File: config.mk
export PLATFORM = sky130hd
export DESIGN_NAME = sobel_window_calc
export DESIGN_NICKNAME = d
export VERILOG_FILES = /design/src/rtl/sobel_window_calc.sv
export SDC_FILE = /design/constraint.sdc
export NUM_CORES = 1
export LEC_CHECK = 0
export CELL_PAD_IN_SITES_DETAIL_PLACEMENT = 2
export CELL_PAD_IN_SITES_GLOBAL_PLACEMENT = 2
export CORE_MARGIN = 2
export CORE_UTILIZATION = 34
export DETAILED_ROUTE_END_ITERATION = 7
export PLACE_DENSITY_LB_ADDON = 0.05
export SYNTH_ARGS = -nofsm -noshare
export SYNTH_HDL_FRONTEND = slang
export SYNTH_SLANG_ARGS = --single-unit
File: constraint.sdc
create_clock -name clk -period 3 [get_ports clk]
set_input_delay 0.45 -clock clk [delete_from_list [all_inputs] [get_ports clk]]
set_output_delay 0.45 -clock clk [all_outputs]
set_load 0.005 [all_outputs]
File: src/rtl/sobel_window_calc.sv
// rtl/sobel_window_calc.sv - Sobel gradient magnitude over a latched 3x3 window, one row per cycle
module sobel_window_calc #(
  parameter int PIXEL_WIDTH = 8,
  parameter int THRESHOLD   = 0
) (
  input  logic                     clk,
  input  logic                     n_rst,
  input  logic                     calc_enable,
  input  logic [2:0]               select,
  input  logic [9*PIXEL_WIDTH-1:0] window,
  output logic                     calc_done,
  output logic [PIXEL_WIDTH-1:0]   pixel_out,
  output logic [2:0]               result_sel
);
  localparam int AW = PIXEL_WIDTH + 3;
  localparam int MW = PIXEL_WIDTH + 4;
  localparam logic [MW-1:0] SAT_MAX = MW'((1 << PIXEL_WIDTH) - 1);

  typedef enum logic [2:0] {IDLE, ROW0, ROW1, ROW2, DONE} state_t;

  state_t                   state_q, state_d;
  logic [9*PIXEL_WIDTH-1:0] win_q;
  logic [2:0]               sel_q;
  logic signed [AW-1:0]     gx_q, gx_d, gy_q, gy_d;
  logic [PIXEL_WIDTH-1:0]   pix_q, pix_d;
  logic [2:0]               rsel_q;
  logic signed [AW-1:0]     p [9];
  logic                     start, abort;
  logic [AW-1:0]            abs_x, abs_y;
  logic [MW-1:0]            mag;
  logic [PIXEL_WIDTH-1:0]   sat;
  logic signed [31:0]       sat_int;

  for (genvar k = 0; k < 9; k++) begin : g_unpack
    assign p[k] = $signed({3'b000, win_q[PIXEL_WIDTH*k +: PIXEL_WIDTH]});
  end

  assign start = calc_enable && (select != 3'd0);
  // The select FSM moving on (or dropping enable) invalidates the running window.
  assign abort = !calc_enable || (select != sel_q);

  always_ff @(posedge clk or negedge n_rst) begin
    if (!n_rst) state_q <= IDLE;
    else        state_q <= state_d;
  end

  always_comb begin
    state_d = state_q;
    case (state_q)
      IDLE:    if (start) state_d = ROW0;
      ROW0:    state_d = abort ? IDLE : ROW1;
      ROW1:    state_d = abort ? IDLE : ROW2;
      ROW2:    state_d = abort ? IDLE : DONE;
      DONE:    state_d = IDLE;
      default: state_d = IDLE;
    endcase
  end

  always_comb begin
    calc_done = (state_q == DONE);
  end

  always_comb begin
    gx_d = gx_q;
    gy_d = gy_q;
    case (state_q)
      IDLE: if (start) begin
        gx_d = '0;
        gy_d = '0;
      end
      ROW0: begin
        gx_d = gx_q + p[2] - p[0];
        gy_d = gy_q - (p[0] + (p[1] <<< 1) + p[2]);
      end
      ROW1: gx_d = gx_q + ((p[5] - p[3]) <<< 1);
      ROW2: begin
        gx_d = gx_q + p[8] - p[6];
        gy_d = gy_q + p[6] + (p[7] <<< 1) + p[8];
      end
      default: ;
    endcase
  end

  always_comb begin
    abs_x   = gx_q[AW-1] ? -gx_q : gx_q;
    abs_y   = gy_q[AW-1] ? -gy_q : gy_q;
    mag     = MW'(abs_x) + MW'(abs_y);
    sat     = (mag > SAT_MAX) ? SAT_MAX[PIXEL_WIDTH-1:0] : mag[PIXEL_WIDTH-1:0];
    sat_int = signed'(32'(sat));
    pix_d   = (sat_int < THRESHOLD) ? '0 : sat;
  end

  always_ff @(posedge clk or negedge n_rst) begin
    if (!n_rst) begin
      win_q  <= '0;
      sel_q  <= '0;
      gx_q   <= '0;
      gy_q   <= '0;
      pix_q  <= '0;
      rsel_q <= '0;
    end else begin
      gx_q <= gx_d;
      gy_q <= gy_d;
      if (state_q == IDLE && start) begin
        win_q <= window;
        sel_q <= select;
      end
      if (state_q == DONE) begin
        pix_q  <= pix_d;
        rsel_q <= sel_q;
      end
    end
  end

  assign pixel_out  = pix_q;
  assign result_sel = rsel_q;
endmodule

# --- Word level (Yosys, flattened, before mapping) ---
# Cells that the tools add are included.
word_totals:
  reg_bits: 111
  in_bits: 78
  out_inout_bits: 12
  elab_cells: 50
classes:
  add_sub_neg: 15
  magnitude_cmp: 1
  eq_ne: 6
  n_mux: 11
  n_reduce_logical: 10
ops:
  columns: ["operator", "n"]
  rows:
  - ["$add A11 B9 Y11", 4]
  - ["$pmux W11 S4", 1]
  - ["$mux W11", 3]
  - ["$pmux W11 S3", 1]
  - ["$add A11 B10 Y11", 2]
  - ["$neg A11 Y11", 2]
  - ["$sub A11 B9 Y11", 2]
  - ["$add A11 B11 Y12", 1]
  - ["$gt A12 B8 Y1 const B", 1]
  - ["$pmux W3 S4", 1]
  - ["$add A10 B8 Y11", 1]
  - ["$sub A11 B11 Y11", 1]
  - ["$add A8 B9 Y10", 1]
  - ["$sub A8 B8 Y9", 1]
  - ["$mux W8", 1]
  - ["$eq A3 B2 Y1 const B", 2]
  - ["$mux W3", 2]
  - ["$reduce_bool A3 Y1", 2]
  - ["$mux W2", 2]
  - ["$reduce_and A2 Y1", 2]
  - ["$reduce_bool A4 Y1", 1]
  - ["$eq A3 B1 Y1 const B", 1]
  - ["$eq A3 B3 Y1 const B", 1]
  - ["$logic_not A3 Y1", 1]
  - ["other kinds (5)", 6]

# --- Logic depth before layout (Yosys ltp) ---
logic_depth:
  word_depth: 5
  mapped_depth: 15
  mapped_depth_nobuf: 15

# --- Worst setup path before layout ---
# OpenSTA, ideal clock, no wires.
synth_timing:
  path_kind: "reg2reg"
  start: "register win_q[2]"
  end: "register gy_q[10]"
  setup_ns: 0.087
  arrival_ns: 3.120
  slack_ns: -0.207
  path_stages_with_launch: 13
  path_buffers: 0
  cell_sequence: "dfrtp_1 > inv_1 > fa_1 > inv_1 > fa_1 > inv_1 > ha_1 > nor2b_1 > o31a_1 > o31ai_2 > a2111oi_0 > or4_1 > o211ai_1"
synth_via:
  elab_chain_len: 4
synth_rtl:
  columns: ["element", "line_no", "rtl"]
  rows:
  - ["start: declaration", "22", "logic [9*PIXEL_WIDTH-1:0] win_q;"]
  - ["start signal: assignment", "105", "win_q <= window;"]
  - ["$add A8 B9 Y10", "73", "gy_d = gy_q - (p[0] + (p[1] <<< 1) + p[2]);"]
  - ["$add A10 B8 Y11", "73", null]
  - ["$sub A11 B11 Y11", "73", null]
  - ["$pmux W11 S3", "66", "case (state_q)"]
  - ["end signal: assignment", "103", "gy_q <= gy_d;"]
  - ["end: declaration", "24", "logic signed [AW-1:0] gx_q, gx_d, gy_q, gy_d;"]
# No other way between the ends.
# A chain may end at the register's enable or synchronous reset.

# --- Worst setup path in the final report ---
layout_timing:
  start: "register win_q[9]"
  end: "register gy_q[8]"
# The elaborated chain is that of the path after synthesis.

==> results.sh <==
export IMPL_startpoint="win_q[9]"
export IMPL_setup_viol=10
export IMPL_final_fill_count=2587
export IMPL_worst_slew_pin_tran_ns=1.050
export IMPL_io_buffers=81
export IMPL_worst_path_dominant_cell_family="adder cells"
export IMPL_numClockSinks=103
export IMPL_critical_path_startpoint_type="flip-flop"
export IMPL_chip_height_microns=162.3
export IMPL_unrepaired_setup_endpoints_after_global_routing="yes"
export IMPL_netlist_top_cells_area="sky130_fd_sc_hd__dfrtp_1 30%, sky130_fd_sc_hd__fa_1 12%, sky130_fd_sc_hd__ha_1 11%"
export IMPL_die_w_microns=162.3
export IMPL_grt_pass1_vias=8220
export IMPL_arrival_ns=3.40
export IMPL_globalRoute_totalOverflow=0
export IMPL_layout_drive_gt1_share=0.2879
export IMPL_synth_sequential_area_ratio=0.3026
export IMPL_synth_seq_cells=103
export IMPL_rows=57
export IMPL_hold_viol_final=0
export IMPL_layoutNonFillerInstCount=1359
export IMPL_groute_usage_overall=0.2262
export IMPL_synth_nets=1048
export IMPL_fin_crit_sh=1.063
export IMPL_crit_buf_inv=5
export IMPL_finalNetCount=1234
export IMPL_area_sequential_sq_um=2579
export IMPL_worst_r2r_path_depth=14
export IMPL_path_cells="inv_2, fa_1, inv_1, fa_1, inv_2, ha_4, nor2b_4, o31a_1, o31ai_4, buf_4, buf_6, a21oi_4, xnor2_2, o21ai_1"
export IMPL_ctsHtreeMaxLevel=3
export IMPL_clk_transition_reported_paths_ns=0.07
export IMPL_synth_top_cell_area_share=0.3026
export IMPL_clk_latency_ns=0.36
export IMPL_dp_cells=1320
export IMPL_run_status="finished, violations left"
export IMPL_synthesis_area_per_instance_sq_um=10.08
export IMPL_antenna_violations_before_repair=1
export IMPL_detailedRoute_firstIterationViolations=275
export IMPL_stages_on_the_worst_setup_path=14
export IMPL_async_flop_share=1.000
export IMPL_drt_antenna_violating_nets=0
export IMPL_yosys_cell_count_top_type="sky130_fd_sc_hd__inv_1"
export IMPL_critPathCaptureType="flip-flop"
export IMPL_yosys_warnings=0
export IMPL_met3_wirelength_from_detailed_routing_microns=802
export IMPL_grt_max_degree=69
export IMPL_design_die_area_sq_um=26330
export IMPL_critPathMaxStageDelay_ns=0.52
export IMPL_routedWlPerCell_microns=21.25
export IMPL_detailroute_wirelength_met2_mm=14.84
export IMPL_cts_root_to_sink_buffers=2
export IMPL_worst_r2r_startpoint="win_q[9]"
export IMPL_synth_edff_count=0
export IMPL_num_vias=7030
export IMPL_gp_routability_congestion=0.8405
export IMPL_area_growth_synth_to_final_pct=32.60
export IMPL_final_min_clock_period_ns=3.190
export IMPL_synth_ff_type="sky130_fd_sc_hd__dfrtp_1"
export IMPL_drt_drc_violations_left=0
export IMPL_cts_buffers=9
export IMPL_number_of_antenna_diodes=0
export IMPL_multi_input_comb_area_sq_um=5843
export IMPL_wirelength_met1_mm=12.42
export IMPL_sum_of_net_half_perimeters_after_detailed_placement_mm=22.37
export IMPL_timing_reg2reg_setup_slack_ns=-0.19
export IMPL_syn_cell_area_sq_um=8517
export IMPL_synth_cell_types=65
export IMPL_final_setup_skew_ns=0.01303
export IMPL_boundaryPins=90
export IMPL_critical_path_slowest_cell="sky130_fd_sc_hd__fa_1"
export IMPL_timing_critical_path_fanout_max=3
export IMPL_worst_rel_slew_slack=0.2998
export IMPL_max_cap_violations=0
export IMPL_grt_first_pass_wirelength_mm=45.55
export IMPL_reg2reg_to="gy_q[8]"
export IMPL_core_sq_um=24460
export IMPL_route_top_layer_used="met4"
export IMPL_postLayoutSetupSlackWorst_ns=-0.1896
export IMPL_cp_data_required_time_ns=3.21
export IMPL_hold_path_class="in -> async"
export IMPL_timing_worst_setup_path_type="reg -> reg"
export IMPL_drv_slew=0
export IMPL_finalWirelength_mm=28.89
export IMPL_final_setup_tns_ns=-1.284
export IMPL_max_freq_mhz=313.5
export IMPL_synth_commonest_cells="131 x sky130_fd_sc_hd__inv_1, 103 x sky130_fd_sc_hd__dfrtp_1, 74 x sky130_fd_sc_hd__ha_1"
export IMPL_finish_utilization=0.4617
export IMPL_initial_utilization=0.3482
export IMPL_postSynthCellCount=845
export IMPL_viasPerCell=5.173
export IMPL_cts_tree="yes"
export IMPL_post_synth_top_area_cell="sky130_fd_sc_hd__dfrtp_1"
export IMPL_critical_path_endpoint="gy_q[8]"
export IMPL_cts_root_buffer_cell="sky130_fd_sc_hd__clkbuf_16"
export IMPL_failed_checks="setup timing"
export IMPL_drt_pass1_iter_count=5
## placed cells by master (no fill, tap or decap), types with 5 or more instances in the layout
cell and n:
sky130_fd_sc_hd__dfrtp_1 102, sky130_fd_sc_hd__o21ai_1 12, sky130_fd_sc_hd__clkbuf_16 9, sky130_fd_sc_hd__nand4_1 6
sky130_fd_sc_hd__o31a_1 5, sky130_fd_sc_hd__nor2_1 41, sky130_fd_sc_hd__o21a_1 11, sky130_fd_sc_hd__xnor2_2 10
sky130_fd_sc_hd__a21oi_1 31, sky130_fd_sc_hd__ha_1 63, sky130_fd_sc_hd__fa_2 5, sky130_fd_sc_hd__inv_2 8
sky130_fd_sc_hd__xor2_1 15, sky130_fd_sc_hd__mux2_2 71, sky130_fd_sc_hd__o21bai_1 6, sky130_fd_sc_hd__fa_1 46
sky130_fd_sc_hd__o211ai_1 8, sky130_fd_sc_hd__ha_4 6, sky130_fd_sc_hd__nor2b_1 10, sky130_fd_sc_hd__o21ai_0 25
sky130_fd_sc_hd__nor3_1 12, sky130_fd_sc_hd__a221o_1 9, sky130_fd_sc_hd__buf_4 111, sky130_fd_sc_hd__nand2_1 20
sky130_fd_sc_hd__inv_1 123, sky130_fd_sc_hd__a211oi_1 6, sky130_fd_sc_hd__buf_6 5, sky130_fd_sc_hd__a21oi_2 8
sky130_fd_sc_hd__a21o_1 13, sky130_fd_sc_hd__o31ai_1 5, sky130_fd_sc_hd__ha_2 5, sky130_fd_sc_hd__clkdlybuf4s50_1 80
sky130_fd_sc_hd__a211oi_2 5, sky130_fd_sc_hd__xnor2_1 35, sky130_fd_sc_hd__nand3_1 5
## metrics by stage
step                      hold WS, ns  instance area, sq um  setup WS, ns
after floorplan                0.1544                  8539       -0.1607
after global placement         0.3999                 10340       -0.2037
after detailed placement       0.4020                 10340       -0.3907
after CTS                     0.01646                 11030       -0.2296
after global routing          0.02890                 11290       -0.3512
final                         0.01464                 11290       -0.1896
## logic make-up (layout without fill, tap and decap cells)
group	count (synthesis)	count (layout)	synth area share
and+or+nand+nor	139	139	0.08418
DFF	103	103	0.3026
AOI/OAI and AO/OA	190	190	0.1529
xor gates and xnor gates	63	63	0.06479
muxes	72	72	0.09505
adders and majority gates	125	125	0.2286
buffers and inverters	153	343	0.07184
## how the worst min path moves through the flow
stage	from	to	slack, ns	depth (start not counted)
6_report	n_rst	win_q[1]	0.01	1
5_1_grt	n_rst	win_q[8]	0.03	1
4_1_cts	n_rst	win_q[8]	0.02	1
3_5_place_dp	n_rst	win_q[8]	0.40	1
3_3_place_gp	n_rst	win_q[1]	0.40	1
2_1_floorplan	n_rst	gx_q[0]	0.15	0
## metal layers
layer | GRT usage | vias up
met5 | 0 | -
met4 | 0.08608 | 0
met3 | 0.02528 | 41
met2 | 0.4095 | 129
met1 | 0.2759 | 3567
li1 | - | 3293
## state kept, by name (all words and copies together) (netlist names)
| signal | flops |
|---|---|
| sel_q | 3 |
| state_q | 3 |
| result_sel | 3 |
| gx_q | 11 |
| gy_q | 11 |
| win_q | 64 |
| pixel_out | 8 |
## what timing repair did
action,CTS,global route
setup buffers,16,10
hold buffers,0,0
endpoints found under the setup margin,19,20
resized for setup,80,41
pin swaps,42,28
## layout make-up
| class | instances | share of cell area |
|---|---|---|
| multi-input cells | 589 | 0.5174 |
| flip-flops and latches | 103 | 0.2283 |
| repair buffers | 197 | 0.1515 |
| inverters | 131 | 0.04354 |
| well taps | 324 | 0.03590 |
| clock buffers | 10 | 0.02027 |
| clock inverters | 5 | 0.003102 |
Power is left out: the tool's default activity adds up to more than one toggle a clock period on the data nets, which glitch-free logic cannot reach.
